==> config.mk <==
export PLATFORM = sky130hd
export DESIGN_NAME = control_unit_m
export DESIGN_NICKNAME = d
export VERILOG_FILES = /design/src/rtl/ctrl_pkg.sv /design/src/rtl/control_decode.sv /design/src/rtl/control_unit_m.sv
export SDC_FILE = /design/constraint.sdc
export NUM_CORES = 1
export LEC_CHECK = 0
export ABC_AREA = 1
export CAP_MARGIN = 30
export CORE_ASPECT_RATIO = 1.2
export CORE_MARGIN = 2
export CORE_UTILIZATION = 47
export DETAILED_ROUTE_END_ITERATION = 10
export PLACE_DENSITY = 0.76
export SKIP_LAST_GASP = 1
export SLEW_MARGIN = 20
export SYNTH_ARGS = -nofsm -noshare
export SYNTH_HDL_FRONTEND = slang
export SYNTH_SLANG_ARGS = --single-unit
==> constraint.sdc <==
create_clock -name clk -period 1.65 [get_ports clk]
set_input_delay 0.33 -clock clk [delete_from_list [all_inputs] [get_ports clk]]
set_output_delay 0.33 -clock clk [all_outputs]
set_load 0.02 [all_outputs]
==> src/rtl/ctrl_pkg.sv <==
// ctrl_pkg: shared ALU/result/immediate codes, opcodes and the Execute-stage control bundle
package ctrl_pkg;
  localparam logic [3:0] ALU_ADD = 4'h0, ALU_SUB = 4'h1, ALU_AND = 4'h2, ALU_OR = 4'h3,
                         ALU_XOR = 4'h4, ALU_SLT = 4'h5, ALU_SLTU = 4'h6, ALU_SLL = 4'h7,
                         ALU_SRL = 4'h8, ALU_BGE = 4'h9, ALU_BGEU = 4'hA, ALU_SRA = 4'hB,
                         ALU_BNE = 4'hC, ALU_LUI = 4'hF;
  localparam logic [1:0] RES_ALU = 2'b00, RES_MEM = 2'b01, RES_PC4 = 2'b10, RES_MD = 2'b11;
  localparam logic [2:0] IMM_I = 3'b000, IMM_S = 3'b001, IMM_B = 3'b010, IMM_J = 3'b011, IMM_U = 3'b100;
  localparam logic [6:0] OPC_R = 7'b0110011, OPC_I = 7'b0010011, OPC_LOAD = 7'b0000011,
                         OPC_STORE = 7'b0100011, OPC_BRANCH = 7'b1100011, OPC_JAL = 7'b1101111,
                         OPC_JALR = 7'b1100111, OPC_LUI = 7'b0110111, OPC_AUIPC = 7'b0010111;
  localparam logic [6:0] F7_ALT = 7'b0100000, F7_M = 7'b0000001;
  typedef struct packed {
    logic       reg_write;
    logic [3:0] alu_control;
    logic       alu_src;
    logic       alu_src_a;
    logic       mem_write;
    logic       branch;
    logic       jump;
    logic       jalr;
    logic [1:0] result_src;
    logic [2:0] addr_ctrl;
    logic       muldiv;
    logic [2:0] muldiv_op;
    logic       illegal;
  } ctrl_bundle_t;
  localparam ctrl_bundle_t CTRL_BUBBLE = '0;
  // funct3 to ALU op for register/immediate arithmetic; alt picks SUB/SRA
  function automatic logic [3:0] alu_op(input logic [2:0] f3, input logic alt);
    case (f3)
      3'b000: alu_op = alt ? ALU_SUB : ALU_ADD;
      3'b001: alu_op = ALU_SLL;
      3'b010: alu_op = ALU_SLT;
      3'b011: alu_op = ALU_SLTU;
      3'b100: alu_op = ALU_XOR;
      3'b101: alu_op = alt ? ALU_SRA : ALU_SRL;
      3'b110: alu_op = ALU_OR;
      3'b111: alu_op = ALU_AND;
    endcase
  endfunction
endpackage

==> src/rtl/control_decode.sv <==
// control_decode: combinational RV32I/RV32M decode of op/funct3/funct7 into an E control bundle
// Ports: op, funct3, funct7 in; ctrl (bundle incl. illegal flag), imm_src out
module control_decode
  import ctrl_pkg::*;
#(
  parameter bit ENABLE_M = 1'b1
) (
  input  logic [6:0]   op,
  input  logic [2:0]   funct3,
  input  logic [6:0]   funct7,
  output ctrl_bundle_t ctrl,
  output logic [2:0]   imm_src
);
  always_comb begin
    ctrl = CTRL_BUBBLE;
    imm_src = IMM_I;
    case (op)
      OPC_R:
        if (funct7 == F7_M) begin
          if (ENABLE_M) begin
            ctrl.reg_write = 1'b1;
            ctrl.result_src = RES_MD;
            ctrl.muldiv = 1'b1;
            ctrl.muldiv_op = funct3;
          end else ctrl.illegal = 1'b1;
        end else begin
          ctrl.reg_write = 1'b1;
          ctrl.alu_control = alu_op(funct3, funct7 == F7_ALT);
        end
      OPC_I: begin
        ctrl.reg_write = 1'b1;
        ctrl.alu_src = 1'b1;
        // only the shift slot honours funct7; ADDI never becomes SUB
        ctrl.alu_control = alu_op(funct3, funct3 == 3'b101 && funct7 == F7_ALT);
      end
      OPC_LOAD: begin
        ctrl.reg_write = 1'b1;
        ctrl.alu_src = 1'b1;
        ctrl.result_src = RES_MEM;
        ctrl.addr_ctrl = funct3;
      end
      OPC_STORE: begin
        imm_src = IMM_S;
        ctrl.mem_write = 1'b1;
        ctrl.alu_src = 1'b1;
        ctrl.addr_ctrl = funct3;
      end
      OPC_BRANCH: begin
        imm_src = IMM_B;
        case (funct3)
          3'b000: ctrl.alu_control = ALU_SUB;
          3'b001: ctrl.alu_control = ALU_BNE;
          3'b100: ctrl.alu_control = ALU_SLT;
          3'b101: ctrl.alu_control = ALU_BGE;
          3'b110: ctrl.alu_control = ALU_SLTU;
          3'b111: ctrl.alu_control = ALU_BGEU;
          default: ctrl.illegal = 1'b1;
        endcase
        ctrl.branch = !ctrl.illegal;
      end
      OPC_JAL: begin
        imm_src = IMM_J;
        ctrl.reg_write = 1'b1;
        ctrl.jump = 1'b1;
        ctrl.result_src = RES_PC4;
      end
      OPC_JALR: begin
        ctrl.reg_write = 1'b1;
        ctrl.jump = 1'b1;
        ctrl.jalr = 1'b1;
        ctrl.alu_src = 1'b1;
        ctrl.result_src = RES_PC4;
      end
      OPC_LUI: begin
        imm_src = IMM_U;
        ctrl.reg_write = 1'b1;
        ctrl.alu_src = 1'b1;
        ctrl.alu_control = ALU_LUI;
      end
      OPC_AUIPC: begin
        imm_src = IMM_U;
        ctrl.reg_write = 1'b1;
        ctrl.alu_src = 1'b1;
        ctrl.alu_src_a = 1'b1;
      end
      default: ctrl.illegal = 1'b1;
    endcase
  end
endmodule

==> src/rtl/control_unit_m.sv <==
// control_unit_m: decode-stage control with registered E bundle and multi-cycle M-op sequencer
// Ports: clk, rst (sync, active high), instr_valid_i/op/funct3/funct7 decode inputs, stall_i/flush_i
// from the hazard unit; ImmSrcD combinational; *E registered Execute controls; stall_o holds PC and
// IF/ID; busy_o high while an M-op occupies E past its first cycle.
module control_unit_m
  import ctrl_pkg::*;
#(
  parameter int MUL_LATENCY = 1,
  parameter int DIV_LATENCY = 33,
  parameter bit ENABLE_M    = 1'b1
) (
  input  logic       clk,
  input  logic       rst,
  input  logic       instr_valid_i,
  input  logic [6:0] op,
  input  logic [2:0] funct3,
  input  logic [6:0] funct7,
  input  logic       stall_i,
  input  logic       flush_i,
  output logic [2:0] ImmSrcD,
  output logic       RegWriteE,
  output logic [3:0] ALUControlE,
  output logic       ALUSrcE,
  output logic       ALUSrcAE,
  output logic       MemWriteE,
  output logic       branchE,
  output logic       jumpE,
  output logic       jalrE,
  output logic [1:0] ResultSrcE,
  output logic [2:0] AddressingControlE,
  output logic       MulDivE,
  output logic [2:0] MulDivOpE,
  output logic       IllegalE,
  output logic       stall_o,
  output logic       busy_o
);
  localparam int MAX_LAT = MUL_LATENCY > DIV_LATENCY ? MUL_LATENCY : DIV_LATENCY;
  localparam int CW = $clog2(MAX_LAT) + 1;
  typedef enum logic {IDLE, BUSY} state_t;
  state_t state;
  logic [CW-1:0] cnt, lat;
  ctrl_bundle_t dec, e;
  logic load, long_op;
  control_decode #(.ENABLE_M(ENABLE_M)) u_dec (
    .op(op), .funct3(funct3), .funct7(funct7), .ctrl(dec), .imm_src(ImmSrcD)
  );
  assign lat = dec.muldiv_op[2] ? CW'(DIV_LATENCY) : CW'(MUL_LATENCY);
  assign load = state == IDLE && instr_valid_i && !flush_i && !stall_i;
  assign long_op = load && dec.muldiv && lat > CW'(1);
  assign busy_o = state == BUSY;
  assign stall_o = busy_o || long_op;
  // E holds during BUSY and for the one IDLE cycle after, so the M-op stays for exactly L cycles
  always_ff @(posedge clk) begin
    if (rst) begin
      state <= IDLE;
      cnt <= '0;
      e <= CTRL_BUBBLE;
    end else if (state == BUSY) begin
      cnt <= cnt - CW'(1);
      if (cnt == CW'(1)) state <= IDLE;
    end else begin
      e <= load ? dec : CTRL_BUBBLE;
      if (long_op) begin
        state <= BUSY;
        cnt <= lat - CW'(1);
      end
    end
  end
  assign RegWriteE = e.reg_write;
  assign ALUControlE = e.alu_control;
  assign ALUSrcE = e.alu_src;
  assign ALUSrcAE = e.alu_src_a;
  assign MemWriteE = e.mem_write;
  assign branchE = e.branch;
  assign jumpE = e.jump;
  assign jalrE = e.jalr;
  assign ResultSrcE = e.result_src;
  assign AddressingControlE = e.addr_ctrl;
  assign MulDivE = e.muldiv;
  assign MulDivOpE = e.muldiv_op;
  assign IllegalE = e.illegal;
endmodule

==> impl_metrics.env, run 1 <==
export IMPL_status="finished, final reports clean"
export IMPL_syn_avg_cell_area_um2=6.755
export IMPL_drv_cap=0
export IMPL_area_delta_synth_final_pct=58.84
export IMPL_wirelength_um=4334
export IMPL_rsz0062_at_grt="true"
export IMPL_vias=1906
export IMPL_max_slew_margin=0.8308
export IMPL_numCtsBuffers=5
export IMPL_ys_flop_type="dfxtp_1"
export IMPL_grt_pass1_vias=1738
export IMPL_seq_area_um2=580.6
export IMPL_synth_net_count=267
export IMPL_hold_viol_final=0
export IMPL_ys_ff_latch=29
export IMPL_irDropWorstVdd_uv=688.3
export IMPL_grt_max_degree=28
export IMPL_layout_drive_gt1_share=0.2819
export IMPL_clk_path_buf_depth=2
export IMPL_grt_pass1_wl_um=6969
export IMPL_die_y_um=68.74
export IMPL_rows=23
export IMPL_yosysSeqAreaShare=0.3537
export IMPL_finalSetupViolCount=0
export IMPL_synth_warning_count=0
export IMPL_period_needed_ns=1.644
export IMPL_hold_path_class="flop to flop"
export IMPL_avgViaCountPerCell=5.096
export IMPL_grt_use_total=0.2275
export IMPL_dp_final_hpwl_um=3175
export IMPL_core_area_um2=3338
export IMPL_antenna_found_initial=0
export IMPL_finalCritPeriodShare=0.9961
export IMPL_tritoncts="done"
export IMPL_initial_core_util=0.4918
export IMPL_synth_cells=243
export IMPL_holdWs_ns=0.4630
export IMPL_p_leak_nw=1.222
export IMPL_setup_ws_ns=0.006496
export IMPL_critPathCaptureType="primary output"
export IMPL_pin_count=48
export IMPL_async_flop_share=0
export IMPL_htree_levels=2
export IMPL_synth_cell_type_count=33
export IMPL_synthMostInstantiatedCell="nand2_1"
export IMPL_clockRootBuffer="clkbuf_8"
export IMPL_path_max_fanout=3
export IMPL_drt_iter0_drc=63
export IMPL_gp_congestion=0.8197
export IMPL_slew_violations=0
export IMPL_nets=360
export IMPL_die_x_um=57.95
export IMPL_multiInputGateArea_um2=925.9
export IMPL_post_place_ws_ns=-0.6896
export IMPL_clk_insertion_delay_late_ns=0.28
export IMPL_drc_errors=0
export IMPL_netlist_area_leader_share=0.3537
export IMPL_yosys_area_top_type="dfxtp_1"
export IMPL_synth_area_leaders="dfxtp_1, nand2_1, a21oi_1"
export IMPL_critPathLaunchType="primary input"
export IMPL_cts_sinks=29
export IMPL_timing_fmax_ghz=0.6085
export IMPL_dieArea_um2=3983
export IMPL_clk_pin_slew_ns=0.06
export IMPL_synth_edf_count=0
export IMPL_drt_pass1_iterations=4
export IMPL_crit_required_ns=1.32
export IMPL_synth_commonest_cells="nand2_1, dfxtp_1, a21oi_1, inv_1, nor2_1"
export IMPL_crit_type="primary input to primary output"
export IMPL_fill_cells=255
export IMPL_wl_per_cell_um=11.59
export IMPL_ant_nets=0
export IMPL_crit_arrival_ns=1.31
export IMPL_skew_ns=0.004475
export IMPL_tightestPinTransition_ns=0.2530
export IMPL_syn_area_um2=1642
export IMPL_grt_overflow_total=0
export IMPL_io_buffers=47
export IMPL_num_antenna_cells=0
export IMPL_powerDensity_nw_per_um2=558.8
[worst paths after layout]
check	startpoint	endpoint	slack (ns)	cells after the start
max	op[3]	stall_o	0.006	9
min	jumpE	jumpE	0.46	2
max reg2reg	busy_o	cnt[4]	0.30	5
min reg2reg	jumpE	jumpE	0.46	2
[registers in the layout, indices dropped and copies added, names as in the netlist]
| register | cells |
|---|---|
| branchE | 1 |
| AddressingControlE | 3 |
| MemWriteE | 1 |
| ALUControlE | 4 |
| ALUSrcE | 1 |
| cnt | 7 |
| ALUSrcAE | 1 |
| MulDivE | 1 |
| jalrE | 1 |
| MulDivOpE | 3 |
| IllegalE | 1 |
| jumpE | 1 |
| busy_o | 1 |
| RegWriteE | 1 |
| ResultSrcE | 2 |
[critical path, stage by stage]
cell and delay (ns):
dlygate4sd2_1 0.26, inv_2 0.07, nand2_2 0.05, nor2_4 0.12, nand2_2 0.08, inv_2 0.08, nand4_4 0.10, nand2_4 0.10
buf_6 0.11
[cell type report]
cell class / count / area share
multi-input combinational: 171 / 0.3551
timing repair buffer: 94 / 0.3225
sequential: 29 / 0.2226
inverter: 35 / 0.05038
clock buffer: 6 / 0.02783
tap: 37 / 0.01775
clock inverter: 2 / 0.003839
[through the flow]
stage | total power, mW | setup TNS [ns] | utilization | std cells | cell area (µm²)
finish | 1.457 | 0 | 0.7811 | 374 | 2608
floorplan | 0.7949 | 0 | - | 243 | 1642
global placement | 0.9095 | -6.550 | 0.7253 | 360 | 2421
global route | 1.514 | -0.05889 | 0.7811 | 374 | 2608
CTS | 1.461 | -0.2094 | 0.7582 | 371 | 2531
detailed placement | 0.9118 | -7.024 | 0.7253 | 360 | 2421
[logic make-up (layout without fill, tap and decap cells)]
kind of cell,Yosys count,in the layout,synth area share
simple gates,120,120,0.3460
compound gates,49,49,0.1776
buf+inv,43,137,0.1075
flops,29,29,0.3537
fa+ha+maj,2,2,0.01524
[cells in the final DEF (no fill, tap or decap), drive strengths merged]
| cell type | netlist | routed |
|---|---|---|
| a211oi | 1 | 1 |
| a21oi | 30 | 30 |
| a22oi | 3 | 3 |
| a31oi | 2 | 2 |
| buf | 3 | 50 |
| clkbuf | 5 | 7 |
| clkdlybuf4s50 | 0 | 25 |
| clkinv | 0 | 2 |
| dfxtp | 29 | 29 |
| dlygate4sd2 | 0 | 8 |
| dlymetal6s2s | 0 | 10 |
| ha | 2 | 2 |
| inv | 35 | 35 |
| nand2 | 62 | 62 |
| nand3 | 20 | 20 |
| nand4 | 5 | 5 |
| nor2 | 28 | 28 |
| nor3 | 4 | 4 |
| o211ai | 3 | 3 |
| o21ai | 8 | 8 |
| o22ai | 1 | 1 |
| o31ai | 1 | 1 |
| or2 | 1 | 1 |
[timing repair]
| action | 4_1_cts | 5_1_grt |
|---|---|---|
| endpoints found under the hold margin | 0 | 0 |
| setup endpoints to repair | 7 | 10 |
| pin swaps | 4 | 8 |
| hold buffers | 0 | 0 |
| gates resized for setup | 31 | 24 |
| setup buffers | 3 | 3 |
[per-layer routing]
metal / vias to the layer above / share of wire / GRT usage
met5: - / 0 / 0
met4: 0 / 0.024 / 0.1134
met3: 8 / 0.040 / 0.04104
met2: 55 / 0.51 / 0.4261
met1: 868 / 0.42 / 0.2449
li1: 975 / - / -
[report_power, final]
part | switching [mW] | internal, mW | leakage, nW
combinational | 0.101 | 0.0982 | 0.944
clock | 0.265 | 0.291 | 0.0450
sequential | 0.000666 | 0.701 | 0.234
total | 0.366 | 1.09 | 1.22
Power figures use the tool's default switching activity.
==> run 2: changes to the inputs <==
--- a/config.mk
+++ b/config.mk
@@ -7,13 +7,16 @@
 export LEC_CHECK = 0
 export ABC_AREA = 1
 export CAP_MARGIN = 30
+export CELL_PAD_IN_SITES_DETAIL_PLACEMENT = 1
+export CELL_PAD_IN_SITES_GLOBAL_PLACEMENT = 1
 export CORE_ASPECT_RATIO = 1.2
 export CORE_MARGIN = 2
-export CORE_UTILIZATION = 47
+export CORE_UTILIZATION = 32
 export DETAILED_ROUTE_END_ITERATION = 10
-export PLACE_DENSITY = 0.76
+export PLACE_DENSITY = 0.75
 export SKIP_LAST_GASP = 1
 export SLEW_MARGIN = 20
 export SYNTH_ARGS = -nofsm -noshare
 export SYNTH_HDL_FRONTEND = slang
 export SYNTH_SLANG_ARGS = --single-unit
+export TNS_END_PERCENT = 50
==> run 2 against run 1 <==
Effect of this change: sequential share of layout area fell by 0.32 points; worst hold slack improved by 0.0013 ns; sequential power barely moved; largest power group unchanged; highest routed layer unchanged.
==> impl_metrics.env, run 2 (synthesis results as in run 1) <==
export IMPL_drc_errors=0
export IMPL_finalSetupViolCount=0
export IMPL_grt_max_degree=17
export IMPL_antenna_found_initial=0
export IMPL_regMostFlops="cnt"
export IMPL_area_delta_synth_final_pct=61.13
export IMPL_drv_cap=0
export IMPL_drt_iter0_drc=52
export IMPL_crit_required_ns=1.32
export IMPL_powerDensity_nw_per_um2=564.9
export IMPL_layout_drive_gt1_share=0.2979
export IMPL_pin_count=48
export IMPL_clockRootBuffer="clkbuf_8"
export IMPL_hold_path_class="flop to flop"
export IMPL_htree_levels=2
export IMPL_grt_use_total=0.1931
export IMPL_numCtsBuffers=5
export IMPL_max_slew_margin=0.8521
export IMPL_gp_congestion=0.7789
export IMPL_critPathLaunchType="primary input"
export IMPL_largest_reg_flops=7
export IMPL_holdBufCountCts=0
export IMPL_clk_path_buf_depth=2
export IMPL_die_x_um=69.38
export IMPL_ant_nets=0
export IMPL_layout_common_cells="nand2_1, buf_4, dfxtp_1"
export IMPL_slew_violations=0
export IMPL_nets=362
export IMPL_rows=28
export IMPL_final_common_cell="nand2_1"
export IMPL_wirelength_um=5229
export IMPL_clk_pin_slew_ns=0.07
export IMPL_io_buffers=47
export IMPL_status="finished, final reports clean"
export IMPL_timing_fmax_ghz=0.6178
export IMPL_cts_sinks=29
export IMPL_finalCritPeriodShare=0.9810
export IMPL_initial_core_util=0.3323
export IMPL_irDropWorstVdd_uv=228.3
export IMPL_hold_viol_final=0
export IMPL_tightestPinTransition_ns=0.2199
export IMPL_path_max_fanout=3
export IMPL_p_leak_nw=1.235
export IMPL_setup_ws_ns=0.03133
export IMPL_period_needed_ns=1.619
export IMPL_grt_pass1_wl_um=8769
export IMPL_drt_pass1_iterations=4
export IMPL_post_place_ws_ns=-0.6764
export IMPL_die_y_um=82.46
export IMPL_dp_final_hpwl_um=4138
export IMPL_dieArea_um2=5721
export IMPL_avgViaCountPerCell=4.837
export IMPL_vias=1930
export IMPL_grt_pass1_vias=1982
export IMPL_core_area_um2=4940
export IMPL_crit_arrival_ns=1.29
export IMPL_tns_ns=0
export IMPL_skew_ns=0.003540
export IMPL_wl_per_cell_um=13.11
export IMPL_final_core_util=0.5355
export IMPL_power_total_mw=1.494
export IMPL_holdWs_ns=0.4643
export IMPL_clk_insertion_delay_late_ns=0.28
export IMPL_crit_type="primary input to primary output"
export IMPL_rsz0062_at_grt="true"
export IMPL_tritoncts="done"
export IMPL_num_antenna_cells=0
export IMPL_grt_overflow_total=0
export IMPL_critPathCaptureType="primary output"
run 2: cell count changes in the layout (fill, tap and decap cells not counted), moves of 2 or more:
cell / previous run / this run
nor2_1: 22 / 20
buf_2: 0 / 2
dlygate4sd2_1: 8 / 6
buf_4: 46 / 48
run 2: repair_timing:
action	in CTS	in global routing
setup buffers	5	1
resized for setup	38	21
pin swaps	8	10
hold endpoints to repair	0	0
setup endpoints to repair	9	9
run 2: layout make-up:
| class | instances | area (µm²) |
|---|---|---|
| Clock inverter | 3 | 17.52 |
| Inverter | 35 | 131.4 |
| Multi-Input combinational cell | 171 | 922.1 |
| Sequential cell | 29 | 580.6 |
| Tap cell | 60 | 75.07 |
| Fill cell | 646 | 2295 |
| Timing Repair Buffer | 96 | 849.6 |
| Clock buffer | 5 | 68.82 |
run 2: path summary, 6_finish.rpt:
check               startpoint           end  slack [ns]  cells after the start
setup / recovery         op[6]       stall_o        0.03                      9
hold / removal    MulDivOpE[0]  MulDivOpE[0]        0.46                      2
hold reg to reg   MulDivOpE[0]  MulDivOpE[0]        0.46                      2
setup reg to reg        busy_o  MulDivOpE[1]        0.32                      8
run 2: critical path: stages:
cell and delay [ns]:
dlygate4sd2_1 0.25, inv_1 0.09, nand3_2 0.08, inv_2 0.06
nand2_2 0.05, inv_2 0.08, nand4_4 0.12, nand2_2 0.10
buf_6 0.12
run 2: where the power goes:
group / internal (mW) / leakage, nW / switching [mW] / total (mW)
registers: 0.701 / 0.234 / 0.000788 / 0.702
clock network: 0.291 / 0.0439 / 0.297 / 0.588
logic: 0.101 / 0.957 / 0.103 / 0.205
run 2: through the flow:
step	instance area (µm²)	instances
after floorplan	1642	243
after global placement	2465	385
after detailed placement	2465	385
after CTS	2597	398
after global routing	2645	399
final	2645	399
run 2: layer usage:
metal	global-route usage	vias to the layer above	routed length [µm]
met4	0.09412	0	123
met5	0	-	0
met1	0.2133	890	2159
met2	0.3692	43	2796
met3	0.02427	14	149
li1	-	983	-
==> run 3: changes to the inputs <==
--- a/config.mk
+++ b/config.mk
@@ -13,6 +13,7 @@
 export CORE_MARGIN = 2
 export CORE_UTILIZATION = 32
 export DETAILED_ROUTE_END_ITERATION = 10
+export GPL_TIMING_DRIVEN = 0
 export PLACE_DENSITY = 0.75
 export SKIP_LAST_GASP = 1
 export SLEW_MARGIN = 20
==> run 3 against run 2 <==
Effect of this change: final cell count shrank 5.8%; worst hold slack worse by 0.078 ns; routed wire length decreased by 2.5%; count of clock-buffer cells in the layout is 2 higher; clock skew up 0.0031 ns; die area did not move; fmax increased by 0.78%; sequential cell count stayed put; combinational power shrank 16%; critical path type is now flop to primary output.
==> impl_metrics.env, run 3 (synthesis results as in run 1) <==
export IMPL_critPathCaptureType="primary output"
export IMPL_drv_cap=0
export IMPL_finalCritPeriodShare=0.9734
export IMPL_dp_final_hpwl_um=3803
export IMPL_io_buffers=45
export IMPL_htree_levels=2
export IMPL_antenna_found_initial=0
export IMPL_dieArea_um2=5721
export IMPL_layout_drive_gt1_share=0.2468
export IMPL_pin_count=48
export IMPL_drt_iter0_drc=36
export IMPL_initial_core_util=0.3323
export IMPL_holdBufCountCts=0
export IMPL_rows=28
export IMPL_grt_overflow_total=0
export IMPL_finalSetupViolCount=0
export IMPL_holdWs_ns=0.3866
export IMPL_period_needed_ns=1.606
export IMPL_grt_max_degree=11
export IMPL_gp_congestion=0.8158
export IMPL_drc_errors=0
export IMPL_fill_cells=655
export IMPL_vias=1844
export IMPL_dpl_instance_area_um2=2167
export IMPL_critPathTopFamily="buffers and inverters"
export IMPL_path_max_fanout=4
export IMPL_grt_use_total=0.1878
export IMPL_powerDensity_nw_per_um2=613.7
export IMPL_p_leak_nw=1.075
export IMPL_slowest_delay_ns=0.33
export IMPL_rsz0062_at_grt="true"
export IMPL_drt_pass1_iterations=4
export IMPL_largest_reg_flops=7
export IMPL_clk_pin_slew_ns=0.07
export IMPL_cts_sinks=29
export IMPL_crit_arrival_ns=1.28
export IMPL_grt_pass1_wl_um=8397
export IMPL_die_x_um=69.38
export IMPL_timing_fmax_ghz=0.6226
export IMPL_layout_common_cells="nand2_1, dfxtp_1, a21oi_1"
export IMPL_wl_per_cell_um=13.56
export IMPL_critPathLaunchType="flop"
export IMPL_post_place_ws_ns=-0.9709
export IMPL_regMostFlops="cnt"
export IMPL_wirelength_um=5100
export IMPL_numCtsBuffers=5
export IMPL_hold_path_class="primary input to flop"
export IMPL_num_antenna_cells=0
export IMPL_status="finished, final reports clean"
export IMPL_clk_insertion_delay_late_ns=0.28
export IMPL_critical_path_buf_inv_count=4
export IMPL_core_area_um2=4940
export IMPL_clk_path_buf_depth=2
export IMPL_slew_violations=0
export IMPL_avgViaCountPerCell=4.904
export IMPL_skew_ns=0.006629
export IMPL_crit_chain="buf_8 -> inv_8 -> nand3_4 -> inv_4 -> nand4_4 -> nand2_2 -> buf_6"
export IMPL_crit_required_ns=1.32
export IMPL_crit_slowest_cell="dfxtp_2"
export IMPL_grt_pass1_vias=1809
export IMPL_postLayoutCellArea_um2=2479
export IMPL_max_slew_margin=0.6606
export IMPL_nets=339
export IMPL_final_common_cell="nand2_1"
export IMPL_tightestPinTransition_ns=0.5092
export IMPL_ant_nets=0
export IMPL_hold_viol_final=0
export IMPL_tritoncts="done"
export IMPL_irDropWorstVdd_uv=272.4
export IMPL_clockRootBuffer="clkbuf_8"
export IMPL_die_y_um=82.46
export IMPL_crit_type="flop to primary output"
export IMPL_final_core_util=0.5018
export IMPL_area_delta_synth_final_pct=50.99
export IMPL_setup_ws_ns=0.04383
## run 3: cell types whose count changed in the layout (fill, tap and decap cells not counted), moves of 2 or more
cell             delta
nand3_4             +2
nor2_1              +2
dlygate4sd2_1      +10
dlymetal6s2s_1     -10
nand3_2             -2
clkdlybuf4s50_1     -2
clkbuf_8            +2
buf_4              -27
clkbuf_1            +5
inv_2               -2
nand2_4             +2
inv_4               +2
## run 3: power breakdown
group / total, mW / switching (mW) / internal (mW)
registers: 0.702 / 0.000788 / 0.701
clock network: 0.647 / 0.271 / 0.376
logic: 0.172 / 0.103 / 0.0687
## run 3: worst paths after layout
kind,from,to,slack [ns],cells past startpoint
setup / recovery,busy_o,stall_o,0.04,7
hold reg to reg,ALUSrcAE,ALUSrcAE,0.47,2
hold / removal,funct3[1],MulDivOpE[1],0.39,3
setup reg to reg,busy_o,MulDivE,0.20,7
## run 3: layer usage
metal | up-vias | track usage | wire [µm]
met5 | - | 0 | 0
met4 | 0 | 0.08627 | 96
met3 | 8 | 0.02184 | 139
met2 | 41 | 0.3615 | 2766
met1 | 865 | 0.2086 | 2098
li1 | 930 | - | -
## run 3: final cells by class
class                   instances  area (µm²)  area share
flip-flops and latches         29       581.8      0.2347
well taps                      60       75.07     0.03029
inverters                      35       143.9     0.05805
plain buffers                   8       52.55     0.02120
repair buffers                 65       571.8      0.2307
clock inverters                 1       5.005    0.002019
clock buffers                   7       96.34     0.03887
multi-input cells             171       952.2      0.3841
## run 3: repair_timing
action	in CTS	in global routing
buffers inserted	14	6
endpoints found under the setup margin	13	8
resized for setup	63	11
pin swaps	13	4
## run 3: worst min-delay path: stages
cell	delay, ns
buf_4	0.16
nand2_1	0.08
a21oi_1	0.05
## run 3: stage by stage
stage	setup TNS [ns]	power, mW	instances
final	0	1.521	376
after global routing	-0.04065	1.583	376
after CTS	-0.03554	1.539	370
after detailed placement	-9.667	0.8760	348
after global placement	-8.618	0.8725	348
after floorplan	0	0.7949	243
